<file path="config.mk">
export PLATFORM = sky130hd
export DESIGN_NAME = axis_fifo_transmitter_flat
export DESIGN_NICKNAME = d
export VERILOG_FILES = /design/src/rtl/axis_fifo_transmitter_pkg.sv /design/src/rtl/axis_fifo_transmitter_if.sv /design/src/rtl/axis_fifo_transmitter_sync_fifo.sv /design/src/rtl/axis_fifo_transmitter.sv /design/src/flat_wrapper.sv
export SDC_FILE = /design/constraint.sdc
export NUM_CORES = 2
export LEC_CHECK = 0
export BUFFER_PORTS_ARGS = -buffer_cell sky130_fd_sc_hd__buf_2
export CORE_UTILIZATION = 45
export DETAILED_ROUTE_END_ITERATION = 12
export PLACE_DENSITY = 0.7
export SYNTH_ARGS = -nofsm -noshare
export SYNTH_HDL_FRONTEND = slang
export SYNTH_MEMORY_MAX_BITS = 65536
export SYNTH_SLANG_ARGS = --single-unit
</file>
<file path="constraint.sdc">
create_clock -name clk -period 44.5 [get_ports clk]
set_input_delay 8.9 -clock clk [delete_from_list [all_inputs] [get_ports clk]]
set_output_delay 8.9 -clock clk [all_outputs]
set_load 0.01 [all_outputs]
</file>
<file path="src/rtl/axis_fifo_transmitter_pkg.sv">
// Shared types and constants for the AXI-Stream FIFO transmitter.
// Holds the output-stage state encoding and the beat-counter width.
package axis_fifo_transmitter_pkg;

  typedef enum logic {
    EMPTY = 1'b0,
    HOLD  = 1'b1
  } out_state_e;

  localparam int unsigned BEAT_CNT_W = 16;

  // Level counters carry one extra bit so a full buffer is distinguishable from empty.
  function automatic int unsigned level_width(input int unsigned depth);
    return $clog2(depth) + 1;
  endfunction

endpackage

</file>
<file path="src/rtl/axis_fifo_transmitter_if.sv">
// AXI-Stream beat bundle driven by the transmitter output stage.
interface axis_fifo_transmitter_if #(
  parameter int DATA_WIDTH = 256,
  parameter int KEEP_WIDTH = DATA_WIDTH / 8
);
  logic [DATA_WIDTH-1:0] tdata;
  logic [KEEP_WIDTH-1:0] tkeep;
  logic                  tlast;
  logic                  tvalid;
  logic                  tready;

  modport master (output tdata, output tkeep, output tlast, output tvalid, input tready);
  modport slave  (input tdata, input tkeep, input tlast, input tvalid, output tready);
endinterface

</file>
<file path="src/rtl/axis_fifo_transmitter_sync_fifo.sv">
// Single-clock buffer: storage array, wrapping pointers and occupancy level.
// Head entry is readable combinationally so the output stage can load it on the next edge.
module axis_sync_fifo
  import axis_fifo_transmitter_pkg::*;
#(
  parameter int WIDTH = 257,
  parameter int DEPTH = 16,
  localparam int AW   = $clog2(DEPTH),
  localparam int LW   = level_width(DEPTH)
) (
  input  logic             clk,
  input  logic             rst_n,
  input  logic             wr_en,
  input  logic [WIDTH-1:0] wr_data,
  input  logic             rd_en,
  output logic [WIDTH-1:0] rd_data,
  output logic [LW-1:0]    level,
  output logic             full,
  output logic             empty
);

  localparam logic [LW-1:0] FULL_LEVEL = LW'(DEPTH);

  logic [AW:0]      wr_ptr_reg;
  logic [AW:0]      rd_ptr_reg;
  logic [WIDTH-1:0] mem [DEPTH];

  always_ff @(posedge clk or negedge rst_n) begin
    if (!rst_n) begin
      wr_ptr_reg <= '0;
      rd_ptr_reg <= '0;
    end else begin
      if (wr_en) wr_ptr_reg <= wr_ptr_reg + 1'b1;
      if (rd_en) rd_ptr_reg <= rd_ptr_reg + 1'b1;
    end
  end

  // Storage is deliberately left out of reset; pointers alone define validity.
  always_ff @(posedge clk) begin
    if (wr_en) mem[wr_ptr_reg[AW-1:0]] <= wr_data;
  end

  assign rd_data = mem[rd_ptr_reg[AW-1:0]];
  assign level   = wr_ptr_reg - rd_ptr_reg;
  assign full    = (level == FULL_LEVEL);
  assign empty   = (level == '0);

endmodule

</file>
<file path="src/rtl/axis_fifo_transmitter.sv">
// Buffered AXI-Stream transmitter: upstream valid/ready into a FIFO, then a
// one-beat output register with optional fixed-length tlast generation.
module axis_fifo_transmitter
  import axis_fifo_transmitter_pkg::*;
#(
  parameter int AXIS_DATA_WIDTH = 256,
  parameter int AXIS_DATA_KEEP  = AXIS_DATA_WIDTH / 8,
  parameter int FIFO_DEPTH      = 16,
  parameter int PKT_LEN         = 400,
  parameter int LAST_MODE       = 0,
  localparam int LVL_W          = level_width(FIFO_DEPTH)
) (
  input  logic                       clk,
  input  logic                       rst_n,
  input  logic                       en,
  input  logic                       transmit_vld,
  input  logic [AXIS_DATA_WIDTH-1:0] transmit_data,
  input  logic                       transmit_last,
  output logic                       transmit_rdy,
  axis_fifo_transmitter_if.master    AXIS_data_transmitter_AXIS,
  output logic [LVL_W-1:0]           fifo_level,
  output logic                       pkt_done
);

  localparam int FW = AXIS_DATA_WIDTH + 1;
  localparam logic [BEAT_CNT_W-1:0] LAST_BEAT = BEAT_CNT_W'(PKT_LEN - 1);

  logic                       fifo_wr_en;
  logic                       fifo_rd_en;
  logic [FW-1:0]              fifo_rd_data;
  logic                       fifo_full;
  logic                       fifo_empty;

  out_state_e                 state_reg;
  out_state_e                 state_next;
  logic [AXIS_DATA_WIDTH-1:0] tdata_reg;
  logic                       tlast_reg;
  logic                       tlast_next;
  logic [BEAT_CNT_W-1:0]      cnt_reg;
  logic [BEAT_CNT_W-1:0]      cnt_next;
  logic                       pkt_done_reg;
  logic                       handshake;

  assign transmit_rdy = !fifo_full;
  assign fifo_wr_en   = transmit_vld && transmit_rdy;

  axis_sync_fifo #(
    .WIDTH (FW),
    .DEPTH (FIFO_DEPTH)
  ) u_fifo (
    .clk     (clk),
    .rst_n   (rst_n),
    .wr_en   (fifo_wr_en),
    .wr_data ({transmit_last, transmit_data}),
    .rd_en   (fifo_rd_en),
    .rd_data (fifo_rd_data),
    .level   (fifo_level),
    .full    (fifo_full),
    .empty   (fifo_empty)
  );

  assign handshake = (state_reg == HOLD) && AXIS_data_transmitter_AXIS.tready;

  always_ff @(posedge clk or negedge rst_n) begin
    if (!rst_n) state_reg <= EMPTY;
    else        state_reg <= state_next;
  end

  // A held beat is only released by tready; en merely gates loading the next one.
  always_comb begin
    state_next = state_reg;
    fifo_rd_en = 1'b0;
    case (state_reg)
      EMPTY: begin
        if (en && !fifo_empty) begin
          fifo_rd_en = 1'b1;
          state_next = HOLD;
        end
      end
      HOLD: begin
        if (AXIS_data_transmitter_AXIS.tready) begin
          if (en && !fifo_empty) fifo_rd_en = 1'b1;
          else                   state_next = EMPTY;
        end
      end
      default: state_next = EMPTY;
    endcase
  end

  // Counter value seen by the beat being loaded now, after any same-cycle handshake.
  always_comb begin
    cnt_next   = cnt_reg;
    tlast_next = fifo_rd_data[FW-1];
    if (LAST_MODE != 0) begin
      if (handshake) cnt_next = tlast_reg ? '0 : cnt_reg + 1'b1;
      tlast_next = (cnt_next == LAST_BEAT);
    end
  end

  always_ff @(posedge clk or negedge rst_n) begin
    if (!rst_n) begin
      tdata_reg    <= '0;
      tlast_reg    <= 1'b0;
      cnt_reg      <= '0;
      pkt_done_reg <= 1'b0;
    end else begin
      cnt_reg      <= cnt_next;
      pkt_done_reg <= handshake && tlast_reg;
      if (fifo_rd_en) begin
        tdata_reg <= fifo_rd_data[AXIS_DATA_WIDTH-1:0];
        tlast_reg <= tlast_next;
      end
    end
  end

  assign AXIS_data_transmitter_AXIS.tvalid = (state_reg == HOLD);
  assign AXIS_data_transmitter_AXIS.tdata  = tdata_reg;
  assign AXIS_data_transmitter_AXIS.tlast  = tlast_reg;
  assign AXIS_data_transmitter_AXIS.tkeep  = '1;
  assign pkt_done = pkt_done_reg;

endmodule

</file>
<file path="src/flat_wrapper.sv">
// flat-port wrapper written by rule: the top's interface ports become plain ports
module axis_fifo_transmitter_flat import axis_fifo_transmitter_pkg::*;
#(
  parameter int AXIS_DATA_WIDTH = 256,
  parameter int AXIS_DATA_KEEP  = AXIS_DATA_WIDTH / 8,
  parameter int FIFO_DEPTH      = 16,
  parameter int PKT_LEN         = 400,
  parameter int LAST_MODE       = 0,
  localparam int LVL_W          = level_width(FIFO_DEPTH)
)
  (clk, rst_n, en, transmit_vld, transmit_data, transmit_last, transmit_rdy, fifo_level, pkt_done, AXIS_data_transmitter_AXIS_tdata, AXIS_data_transmitter_AXIS_tkeep, AXIS_data_transmitter_AXIS_tlast, AXIS_data_transmitter_AXIS_tvalid, AXIS_data_transmitter_AXIS_tready);
  axis_fifo_transmitter_if #(.DATA_WIDTH((256))) AXIS_data_transmitter_AXIS_i ();
  input  logic clk;
  input  logic rst_n;
  input  logic en;
  input  logic transmit_vld;
  input  logic [AXIS_DATA_WIDTH-1:0] transmit_data;
  input  logic transmit_last;
  output logic transmit_rdy;
  output logic [LVL_W-1:0] fifo_level;
  output logic pkt_done;
  output wire logic [$bits(AXIS_data_transmitter_AXIS_i.tdata)-1:0] AXIS_data_transmitter_AXIS_tdata;
  output wire logic [$bits(AXIS_data_transmitter_AXIS_i.tkeep)-1:0] AXIS_data_transmitter_AXIS_tkeep;
  output wire logic [$bits(AXIS_data_transmitter_AXIS_i.tlast)-1:0] AXIS_data_transmitter_AXIS_tlast;
  output wire logic [$bits(AXIS_data_transmitter_AXIS_i.tvalid)-1:0] AXIS_data_transmitter_AXIS_tvalid;
  input wire logic [$bits(AXIS_data_transmitter_AXIS_i.tready)-1:0] AXIS_data_transmitter_AXIS_tready;
  assign AXIS_data_transmitter_AXIS_tdata = AXIS_data_transmitter_AXIS_i.tdata;
  assign AXIS_data_transmitter_AXIS_tkeep = AXIS_data_transmitter_AXIS_i.tkeep;
  assign AXIS_data_transmitter_AXIS_tlast = AXIS_data_transmitter_AXIS_i.tlast;
  assign AXIS_data_transmitter_AXIS_tvalid = AXIS_data_transmitter_AXIS_i.tvalid;
  assign AXIS_data_transmitter_AXIS_i.tready = AXIS_data_transmitter_AXIS_tready;
  axis_fifo_transmitter #(.AXIS_DATA_WIDTH(AXIS_DATA_WIDTH), .AXIS_DATA_KEEP(AXIS_DATA_KEEP), .FIFO_DEPTH(FIFO_DEPTH), .PKT_LEN(PKT_LEN), .LAST_MODE(LAST_MODE)) u_core (.clk(clk), .rst_n(rst_n), .en(en), .transmit_vld(transmit_vld), .transmit_data(transmit_data), .transmit_last(transmit_last), .transmit_rdy(transmit_rdy), .AXIS_data_transmitter_AXIS(AXIS_data_transmitter_AXIS_i), .fifo_level(fifo_level), .pkt_done(pkt_done));
endmodule
</file>
* After elaboration in Yosys (flattened, before gate mapping)
Memory sizes are Yosys's and may differ from the RTL's. A register that Yosys moved wholly into a read port is not among the register bits. Cells that the tools add are included.
Cells by class: add/sub/neg operators 3, equal/unequal tests 1, multiplexer cells 7, bitwise gates (word level) 1, reduce and logical (&&, ||, !) cells 8
Operator list (count):
- $add A5 B1 Y5 const B | 2
- $eq A5 B5 Y1 const B | 1
- $logic_not A5 Y1 | 1
- $mux W1 | 5
- $sub A5 B5 Y5 | 1
- $logic_and A1 B1 Y1 | 4
- $pmux W1 S2 | 2
- $logic_not A1 Y1 | 3
- $not A1 Y1 | 1
Word-level totals: flip-flop bits (word level) 12, RAM bits 4112, input bits 262, output and inout port bits 297, word-level logic and storage cells 25, memories 1
Memory list:
- u_core.u_fifo.mem | words 16, bits a word 257, read ports 1, clocked after Yosys merged registers in 1, write ports 1, RTL line axis_fifo_transmitter_sync_fifo.sv:26 | logic [WIDTH-1:0] mem [DEPTH];

* Longest topological paths before layout
depth in word-level cells 7, mapped depth 12, depth with buffers taken out 9

* By module
From an unflattened synthesis, not the netlist that was laid out.
Unflattened totals: cell total of the unflattened synthesis 6936, area, all modules 163957.2 um2
Modules (own cells, without submodules):
- axis_sync_fifo | times used 1, cells an instance 6351, area an instance 153975.2 um2, seq. area each 123728.7 um2
- axis_fifo_transmitter | times used 1, cells an instance 585, area an instance 9982.1 um2, seq. area each 6481.2 um2

* Worst setup path after synthesis
No wires, ideal clock.
path kind input to register, from in transmit_vld, to mem u_core.u_fifo.mem[3][0] (enable), setup time 1592 ps, arrival time 35105 ps, data required time 42908 ps, setup slack 7803 ps, stages on the path 2, path buffers 0, cells stage by stage nand2b_1 -> nor4b_1
On the way: longest elaborated chain between the ends 3
Ends and longest elaborated chain:
- start: declaration | RTL line flat_wrapper.sv:16 | input logic transmit_vld;
- $logic_and A1 B1 Y1 | RTL line axis_fifo_transmitter.sv:45 | assign fifo_wr_en = transmit_vld && transmit_rdy;
- $mux W1 | RTL line axis_fifo_transmitter_sync_fifo.sv:40 | if (wr_en) mem[wr_ptr_reg[AW-1:0]] <= wr_data;
- $mux W1 (implied by the code) | RTL line axis_fifo_transmitter_sync_fifo.sv:40
- end: declaration | RTL line axis_fifo_transmitter_sync_fifo.sv:26
No other way between the ends.

* Worst setup path after layout
from reg u_core.u_fifo.rd_ptr_reg[0], to out transmit_rdy
On the way: longest elaborated chain between the ends 3
Ends and longest elaborated chain:
- start: declaration | RTL line axis_fifo_transmitter_sync_fifo.sv:25 | logic [AW:0] rd_ptr_reg;
- start signal: assignment | RTL line axis_fifo_transmitter_sync_fifo.sv:34 | if (rd_en) rd_ptr_reg <= rd_ptr_reg + 1'b1;
- $sub A5 B5 Y5 | RTL line axis_fifo_transmitter_sync_fifo.sv:44 | assign level = wr_ptr_reg - rd_ptr_reg;
- $eq A5 B5 Y1 | RTL line axis_fifo_transmitter_sync_fifo.sv:45 | assign full = (level == FULL_LEVEL);
- $logic_not A1 Y1 | RTL line axis_fifo_transmitter.sv:44 | assign transmit_rdy = !fifo_full;
- end: declaration | RTL line flat_wrapper.sv:19 | output logic transmit_rdy;
No other way between the ends.

==> reports/metrics.cfg <==
[sta]
period_needed_ns=13.16
max-slew-margin-rel=0.1495
setup_total_negative_slack_ns=0
final-setup-viol-count=0
min_period_over_period=0.2957
drv_slew=0
worst_pin_slew_ns=1.276
clock.fmax_mhz=75.99
rsz0062_at_grt=no
finClkSkew_ns=0.06009
hold_viol_final=0

[synth]
synthDominantAreaCellType=edfxtp_1
netlist_top_cells_area=edfxtp_1 (75%), mux4_2 (14%), dfrtp_1 (4.1%), o22ai_1 (2.0%), mux2_4 (1.9%)
synth_top_flop_cell=edfxtp_1
synth_seq_area_share=0.7949
async_flop_share=0.06140
synth_cells=6935
syn_area_per_cell_um2=23.62
ys_warn_count=0
synth-edff-count=4112
ys_ff_latch=4381
yosysUniqueCellTypes=36
yosysTopAreaCellShare=0.7538
synthesis.area_mm2=0.1638

[min_path]
hp-class=reg2reg
min_to=u_core.AXIS_data_transmitter_AXIS.tdata[169]
holdPathStages=1
hp-start=u_core.AXIS_data_transmitter_AXIS.tdata[169]

[clocking]
cts_num_sinks=4381
holdBufCountCts=0
cts_root_buf=clkbuf_16
ctsResizeCount=0
postCtsSetupRepairBufs=0
clock_latency_ns=0.97
cts_buffers=427
tritoncts=done
clockBufferDepth=4
clk_pin_slew_ns=0.06
cts_htree_levels=5

[place]
gp_routability_congestion=0.7765
placed_cells=12020
portBuffers=526
hpwlAfterDp_um=210600

[drt]
routed_via_density=5.889
drt-total-wl_um=386900
drt_pass1_iterations=5
postRouteAntennaNets=0
vias=75790
drt_drc_violations_left=0
drt_iter0_markers=8445
wl_per_cell_um=30.07

[global_routing]
antenna_found_initial=132
grt_pass1_vias=79310
grt_pass1_wl_um=557200
grt_use_total=0.2088
grt.overflow.total=0
grt_start_max_net_pins=117

[critical_path]
cp_max_fo=32
criticalPathCategory=reg2out
r2r-end=u_core.AXIS_data_transmitter_AXIS.tdata[108]
cp-start-kind=flop
cp.required_ns=35.60
end_kind=primary output
rrSetupSlack_ns=37.13
timing.rr.start=u_core.u_fifo.rd_ptr_reg[0]
reg2reg_depth=10
critPathArrivalTime_ns=4.26

[floorplan]
die_x_um=605.3
design.core.area_mm2=0.3622
start_util=0.4522
fp.dieArea_mm2=0.3664
die_h_um=605.3
num_rows=221
top_level_ports=559

[final_layout]
drive_gt1_frac=0.3234
fin_cells=12870
layout_commonest_cell=edfxtp_1
area_delta_synth_final_pct=13.72
largest_reg_flops=4112
layout_common_cells=edfxtp_1 (4,112), mux4_2 (1,028), buf_2 (525), o22ai_1 (514), clkbuf_16 (432)
n_fill_cell=27410
layout.nets=7930

[status]
outcome=finished clean

[job]
maxCapViolations=0

[pwr]
p_per_area_mw_per_mm2=66.47
total_power_w=0.01238
ir_drop_mv=0.06753
leakagePower_nw=59.68

==> metal layers <==
| metal | vias to the layer above | global-route usage | wire length, µm | part of all wire |
|---|---|---|---|---|
| met1 | 40740 | 0.2692 | 147300 | 0.38 |
| met4 | 46 | 0.07377 | 13750 | 0.036 |
| met5 | - | 0 | 280 | 0.00072 |
| met3 | 684 | 0.03392 | 26780 | 0.069 |
| li1 | 31000 | - | - | - |
| met2 | 3324 | 0.3598 | 198800 | 0.51 |
==> cells in the mapped netlist (all sizes together), types with 3 or more instances <==
cell type,n
xor2,7
and3,14
nor2,261
mux2,259
mux4,1028
edfxtp,4112
o22ai,514
xnor2,4
dfrtp,269
nand2,14
a21oi,3
inv,8
buf,191
nor3,5
ha,9
clkbuf,217
nand4,3
==> how the worst max path moves through the flow <==
stage	from	end	slack, ns	depth (start not counted)
finish	u_core.u_fifo.rd_ptr_reg[0]	transmit_rdy	31.34	8
global route	u_core.u_fifo.rd_ptr_reg[0]	transmit_rdy	31.15	8
CTS	u_core.u_fifo.rd_ptr_reg[0]	transmit_rdy	31.28	8
detailed placement	transmit_vld	u_core.u_fifo.mem[4][95]	31.09	6
global placement	transmit_vld	u_core.u_fifo.mem[4][105]	31.15	6
floorplan	transmit_vld	u_core.u_fifo.mem[3][0]	7.80	2
==> stage by stage <==
| stage | hold WS (ns) | setup slack, ns | cell area [µm²] | utilization |
|---|---|---|---|---|
| 2_1_floorplan | 0.4604 | 7.803 | 163900 | - |
| 6_report | 0.5069 | 31.34 | 186300 | 0.5143 |
| 5_1_grt | 0.5192 | 31.15 | 186200 | 0.5140 |
| 3_3_place_gp | 0.4803 | 31.15 | 171900 | 0.4747 |
| 3_5_place_dp | 0.4887 | 31.09 | 171900 | 0.4747 |
| 4_1_cts | 0.5086 | 31.28 | 186100 | 0.5138 |
==> where the power goes <==
| part | internal (W) | switching, W |
|---|---|---|
| sequential | 0.00506 | 0.000193 |
| clock | 0.00207 | 0.00155 |
| combinational | 0.00150 | 0.00201 |
==> critical path, cell delays in order (launching register included) <==
cell and delay [ns]:
dfrtp_4 0.87, ha_1 0.35, inv_1 0.10, fa_1 0.50, nand3b_1 0.21, a211o_1 0.31
a211oi_1 0.69, inv_1 0.08, buf_2 0.17
==> cell families (layout without fill, tap and decap cells) <==
| kind of cell | after synthesis | in the layout | synth area share |
|---|---|---|---|
| DFF | 4381 | 4381 | 0.7949 |
| muxes | 1287 | 1287 | 0.1638 |
| AOI/OAI and AO/OA | 520 | 520 | 0.01994 |
| buffers and inverters | 416 | 1465 | 0.01228 |
| and+or+nand+nor | 309 | 309 | 0.007661 |
| xor gates and xnor gates | 11 | 11 | 0.0005881 |
| adders and majority gates | 10 | 10 | 0.0008097 |
| other | 1 | 92 | 0.00002289 |
==> final cells by class <==
| class | instances | area (µm²) | share of cell area |
|---|---|---|---|
| diodes | 60 | 150.1 | 0.0008060 |
| well taps | 4794 | 5998 | 0.03220 |
| clock buffers | 549 | 11470 | 0.06157 |
| repair buffers | 671 | 3881 | 0.02083 |
| inverters | 8 | 30.03 | 0.0001612 |
| clock inverters | 237 | 2725 | 0.01463 |
| flip-flops and latches | 4381 | 130200 | 0.6990 |
| multi-input cells | 2169 | 31810 | 0.1708 |
No activity file was read; power rests on OpenSTA's default activity.
